--- config.mk ---
export PLATFORM = sky130hd
export DESIGN_NAME = pipe_stage_buf
export DESIGN_NICKNAME = d
export VERILOG_FILES = /design/src/rtl/pipe_stage_buf.sv
export SDC_FILE = /design/constraint.sdc
export NUM_CORES = 1
export LEC_CHECK = 0
export BUFFER_PORTS_ARGS = -buffer_cell sky130_fd_sc_hd__buf_2
export CORE_MARGIN = 10
export CORE_UTILIZATION = 40
export CTS_CLUSTER_DIAMETER = 60
export DETAILED_ROUTE_END_ITERATION = 10
export GPL_TIMING_DRIVEN = 0
export MAX_ROUTING_LAYER = met4
export PLACE_DENSITY = 0.75
export SLEW_MARGIN = 40
export SYNTH_ARGS = -nofsm -noshare
export SYNTH_HDL_FRONTEND = slang
export SYNTH_SLANG_ARGS = --single-unit
--- constraint.sdc ---
create_clock -name clk -period 5.7 [get_ports clk]
set_clock_uncertainty 0.2 [all_clocks]
set_input_delay 1.14 -clock clk [delete_from_list [all_inputs] [get_ports clk]]
set_output_delay 1.14 -clock clk [all_outputs]
set_load 0.03 [all_outputs]
--- src/rtl/pipe_stage_buf.sv ---
// pipe_stage_buf: small FIFO decoupling the fetch stage from decode.
// Carries {pc, inst} pairs, one-cycle latency, full-rate push+pop when
// partially occupied. Outputs read as a bubble (all zero) when empty.
// in_ready depends on registered occupancy only, so there is no
// combinational path from out_ready back to in_ready.

module pipe_stage_buf #(
   parameter int PC_W   = 32,
   parameter int INST_W = 32,
   parameter int DEPTH  = 2
) (
   input  logic                       clk,
   input  logic                       reset,
   input  logic                       flush,
   input  logic                       in_valid,
   output logic                       in_ready,
   input  logic [PC_W-1:0]            in_pc,
   input  logic [INST_W-1:0]          in_inst,
   output logic                       out_valid,
   input  logic                       out_ready,
   output logic [PC_W-1:0]            out_pc,
   output logic [INST_W-1:0]          out_inst,
   output logic [$clog2(DEPTH+1)-1:0] out_count
);

   // A single-entry buffer still needs a 1-bit pointer; it simply never moves.
   localparam int PTR_W = (DEPTH > 1) ? $clog2(DEPTH) : 1;
   localparam int CNT_W = $clog2(DEPTH + 1);
   localparam int MEM_N = 1 << PTR_W;

   localparam logic [CNT_W-1:0] FULL_CNT = CNT_W'(DEPTH);
   localparam logic [PTR_W-1:0] LAST_PTR = PTR_W'(DEPTH - 1);

   logic [PC_W-1:0]   r_pc_mem   [MEM_N];
   logic [INST_W-1:0] r_inst_mem [MEM_N];

   logic [PTR_W-1:0] r_wr_ptr;
   logic [PTR_W-1:0] r_rd_ptr;
   logic [CNT_W-1:0] r_count;

   logic w_push;
   logic w_pop;
   logic w_empty;
   logic w_full;

   assign w_empty = (r_count == '0);
   assign w_full  = (r_count == FULL_CNT);

   // Flush suppresses both handshakes so it wins over any same-cycle transfer.
   assign w_push = in_valid && !w_full && !flush;
   assign w_pop  = !w_empty && out_ready && !flush;

   // Pointer and occupancy bookkeeping; flush and reset both empty the buffer.
   always_ff @(posedge clk or posedge reset) begin
      if (reset) begin
         r_wr_ptr <= '0;
         r_rd_ptr <= '0;
         r_count  <= '0;
      end else if (flush) begin
         r_wr_ptr <= '0;
         r_rd_ptr <= '0;
         r_count  <= '0;
      end else begin
         if (w_push) begin
            r_wr_ptr <= (r_wr_ptr == LAST_PTR) ? '0 : r_wr_ptr + 1'b1;
         end
         if (w_pop) begin
            r_rd_ptr <= (r_rd_ptr == LAST_PTR) ? '0 : r_rd_ptr + 1'b1;
         end
         case ({w_push, w_pop})
            2'b10:   r_count <= r_count + 1'b1;
            2'b01:   r_count <= r_count - 1'b1;
            default: r_count <= r_count;
         endcase
      end
   end

   // Entry storage; contents of empty slots are don't-care, so no reset.
   always_ff @(posedge clk) begin
      if (w_push) begin
         r_pc_mem[r_wr_ptr]   <= in_pc;
         r_inst_mem[r_wr_ptr] <= in_inst;
      end
   end

   assign in_ready  = !w_full;
   assign out_valid = !w_empty;
   assign out_count = r_count;
   assign out_pc    = w_empty ? '0 : r_pc_mem[r_rd_ptr];
   assign out_inst  = w_empty ? '0 : r_inst_mem[r_rd_ptr];

endmodule

* Word-level counts from Yosys, hierarchy flattened
Memory sizes are Yosys's and may differ from the RTL's.
Index checks and enable logic that the tools add are counted.
** Storage, ports and cells
- Flip-flop bits (word level) :: 4
- Memories :: 2
- Output and inout bits :: 68
- Word-level logic and storage cells :: 35
- Input bits :: 69
- Bits in writable memories :: 128
** Operators by class
- Reductions and logical operators :: 11
- Eq/ne operators :: 3
- Add/subtract/negate cells :: 4
- Multiplexer cells :: 12
** Memory list
- r_inst_mem :: depth 2, bits a word 32, read ports 1, clocked after memory_dff 0, wr ports 1, line 35 : logic [INST_W-1:0] r_inst_mem [MEM_N];
- r_pc_mem :: depth 2, bits a word 32, read ports 1, clocked after memory_dff 0, wr ports 1, line 34 : logic [PC_W-1:0] r_pc_mem [MEM_N];
** Operator list (count)
- 32-bit 2-to-1 mux :: 2
- 1-bit 2-to-1 mux :: 8
- 2-bit equality test, second input constant :: 2
- 1-bit logical AND :: 4
- 2-bit case mux with 2 select lines :: 1
- 2-bit nonzero test :: 2
- 1-bit logical NOT :: 3
- 3-bit nonzero test :: 1
- 1-bit adder, second input constant :: 2
- 2-bit by 1-bit adder with 2-bit output, second input constant :: 1
- 2-bit by 1-bit equality test with 1-bit output, second input constant :: 1
- 2-bit logical NOT :: 1
- 2-bit 2-to-1 mux :: 1
- 2-bit by 1-bit subtractor with 2-bit output, second input constant :: 1

* Longest topological paths before layout
- Depth in word-level cells :: 7
- Gate-level depth with buffers :: 4
- Mapped depth without buffers :: 4

* Worst setup path before layout
Ideal clock, no wire load.
- Path kind :: in2reg
- Start :: input in_valid
- End :: memory r_inst_mem[1][0], enable pin
- Stages :: 2
- Path slack :: -0.950 ns
- Arrival :: 5.871 ns
- Path buffers :: 0
- Library setup time :: 0.579 ns
- Cells stage by stage :: nand2_1 -> nor3b_1
** On the way
- Longest elaborated chain between the ends :: 4
** Ends and longest elaborated chain
- from (decl) :: line 15 : input logic in_valid,
- 1-bit logical AND (2 in series) :: line 50 : assign w_push = in_valid && !w_full && !flush;
- 1-bit 2-to-1 mux :: line 80 : if (w_push) begin
- 1-bit 2-to-1 mux (not written as such) :: line 82 : r_inst_mem[r_wr_ptr] <= in_inst;
- to (decl) :: line 35
No other way between the ends.

* Final worst setup path
- Start :: register r_count[0], in the netlist out_count[0]
- End :: output out_pc[3]
** On the way
- Longest elaborated chain between the ends :: 2
** Ends and longest elaborated chain
- from (decl) :: line 39 : logic [CNT_W-1:0] r_count;
- from (signal assigned) :: line 71 : 2'b10: r_count <= r_count + 1'b1;
- from (signal assigned) :: line 72 : 2'b01: r_count <= r_count - 1'b1;
- from (signal assigned) :: line 73 : default: r_count <= r_count;
- 2-bit logical NOT :: line 46 : assign w_empty = (r_count == '0);
- 32-bit 2-to-1 mux :: line 89 : assign out_pc = w_empty ? '0 : r_pc_mem[r_rd_ptr];
- to (decl) :: line 21 : output logic [PC_W-1:0] out_pc,
No other way between the ends.

==> key figures <==
Synth
  – Yosys synthesis warning count: 0
  – Synth Area per Inst: 17.00 um2
  – Top-area cell type share of the netlist area: 75.85%
  – FFs w/ async S/R, synth: 3.030%
  – Mapped Area: 0.005067 mm2
  – Syn nets: 367
  – Yosys top cell by area: edfxtp_1
  – Post-synthesis cell count: 298
  – EDFF count, synth: 128
  – Sequential share of the synthesized area: 77.83%
  – Synth unique cells: 23
  – Dominant cells by area after synthesis: edfxtp_1 76%, mux2i_1 13%, nor2_1 4.9%, dfrtp_1 2.0%, buf_6 1.1%
  – Main synth FF type: edfxtp_1
  – #FFs+latches synth: 132

Place
  – Hpwl dp: 8.075 mm
  – Post-Place Worst Slack: 2.647 ns
  – Post-Place Cells: 619
  – Port bufs: 136
  – GP Congestion: 0.6968

Min path
  – Hold Path Class: input pin to asynchronous set/reset pin

Clock network
  – Worst skew pair latency: 0.41 ns
  – # hold bufs at CTS: 0
  – Post-CTS Setup Inserts: 0
  – Clock transition at the registers of the reported paths: 0.05 ns
  – Max Root-Sink Buffers: 2
  – Clock sinks: 132
  – CTS Root Cell: clkbuf_16
  – CTS tree: yes
  – Htree depth: 4
  – Resized cells post-CTS: 0
  – CTS Buf Count: 17

Power and ir drop
  – Lkg Pwr: 2.619 nW
  – Cell Pwr Density: 372.1 mW/mm2
  – Pwr Total: 2.498 mW
  – VDD IR max: 259.4 uV

Global routing
  – Vias in the first global route: 3325
  – Largest net degree at the start of global routing: 17
  – First-pass GRT wire length: 17.35 mm
  – Remaining global-route overflow: 0
  – Initial antenna violation count: 1
  – Tot GR Track Use: 13.08%

Final layout
  – Proportion of layout cells with a drive suffix above 1: 40.50%
  – Layout Cells excl Fill: 652
  – Commonest cells after routing, fill and taps aside: 143 x buf_2, 128 x edfxtp_1, 66 x nor2_1, 65 x mux2i_1, 17 x clkbuf_16
  – Register area: 0.003944 mm2
  – Area grow syn2layout: 32.49%
  – Most common cell after layout, fill and taps aside: buf_2
  – Layout Utilization: 53.64%
  – Multi-input logic area: 0.001028 mm2
  – Final net count: 535
  – Fillcell total: 1055

Timing
  – Fin crit period: 3.205 ns
  – Final WS setup: 2.495 ns
  – Period utilisation layout: 56.23%
  – Worst-Margin Slew: 0.4534 ns
  – Slew Limit Fails: 0
  – Max Clk Rate: 312.0 MHz
  – Unrepaired setup endpoints after global routing: false
  – Final Hold Violating Endpoints: 0
  – Max transition margin: 69.77%
  – Final setup viols: 0
  – Setup_tns: 0 ns

Worst setup path
  – CP Capture Type: output port
  – Crit path max-delay family: buffers and inverters
  – WP data required: 4.36 ns
  – Worst Path Max Fanout: 10
  – CP Launch Type: register
  – Slowest stage cell on the critical path: dfrtp_1
  – Bufs and invs on worst path: 3
  – Most numerous cell on the critical path: buf_2
  – Max incr delay on CP: 0.46 ns
  – CP arrival: 1.87 ns
  – Crit Path Class: register to output port
  – Crit-path cells: nor2_1 -> buf_2 -> buf_2 -> nor2_1 -> buf_2

Detailed routing
  – DRT iter0 DRCs: 152
  – Via count: 2956
  – DR vias/cell: 4.534
  – ANT nets after route: 0
  – First-pass detailed-route iteration total: 4
  – Drt total wl: 10.84 mm
  – Wire length per cell: 16.63 um
  – DR DRC count: 0

Die
  – Core region area: 0.01252 mm2
  – Die X: 132.6 um
  – Die H: 132.6 um
  – Die ar.: 0.01757 mm2
  – Top Ports: 137
  – Starting Density: 40.48%
  – Core Rows: 41

Outcome
  – Outcome: finished clean

Run
  – Max_cap viols: 0
[cell type report]
type | count | area share, %
repair buffers | 149 | 12.04
flip-flops and latches | 132 | 58.74
inverters | 4 | 0.2236
clock buffers | 20 | 6.504
diodes | 1 | 0.03727
plain buffers | 14 | 1.528
clock inverters | 12 | 2.404
well taps | 172 | 3.205
multi-input cells | 148 | 15.32
[power by group]
group          switching (mW)  leakage, nW  internal [mW]  total, mW
Clock                   0.366        0.296          0.724       1.09
Combinational           0.191         1.10          0.101      0.292
Sequential             0.0101         1.23           1.11       1.12
[final timing paths]
path / endpoint / cells past startpoint / slack (ns) / start
setup / recovery: out_pc[3] / 5 / 2.49 / out_count[0]$_DFFE_PP0P_
hold / removal: r_wr_ptr$_DFFE_PP0P_ / 2 / 0.41 / reset
setup reg to reg: r_inst_mem[1][21]$_DFFE_PP_ / 7 / 3.26 / out_count[1]$_DFFE_PP0P_
hold reg to reg: r_wr_ptr$_DFFE_PP0P_ / 2 / 0.44 / r_wr_ptr$_DFFE_PP0P_
max in group asynchronous: r_rd_ptr$_DFFE_PP0P_ / 2 / 4.75 / reset
min in group clk: r_wr_ptr$_DFFE_PP0P_ / 2 / 0.44 / r_wr_ptr$_DFFE_PP0P_
[cells in the mapped netlist (2+ instances only)]
master    count
edfxtp_1    128
buf_6         5
inv_1         3
o21ai_0       2
dfrtp_1       4
nor2_1       66
buf_2         7
a21oi_1       3
nor3b_1       2
mux2i_1      65
[flip-flops by register name, indices dropped and copies added, names as in the netlist]
register    cells
out_count       2
r_inst_mem     64
r_pc_mem       64
r_rd_ptr        1
r_wr_ptr        1
[cell families (layout without fill, tap and decap cells)]
kind of cell | count (synthesis) | in the layout | share of synthesized area (%)
flip-flops | 132 | 132 | 77.83
other | 0 | 1 | 0
multiplexers | 65 | 65 | 12.84
XOR/XNOR | 1 | 1 | 0.1729
buffers and inverters | 18 | 199 | 2.321
AND/OR/NAND/NOR | 74 | 74 | 5.877
AO/OA/AOI/OAI | 8 | 8 | 0.9630
[routing by layer]
layer	GRT usage, %	wire (um)	up-vias	part of all wire, %
met4	3.729	48	0	0.44
met5	-	0	-	0
met2	21.36	5710	81	53
met1	14.04	4433	1423	41
met3	6.094	650	6	6.0
li1	-	-	1446	-
[stage by stage]
step                cell area [um2]  hold slack, ns
floorplan                      5077          0.3424
global placement               5973          0.3622
detailed placement             6113          0.4442
CTS                            6711          0.3907
global route                   6714          0.3885
finish                         6714          0.4063
Note: power is estimated with default switching activity, not from simulation.
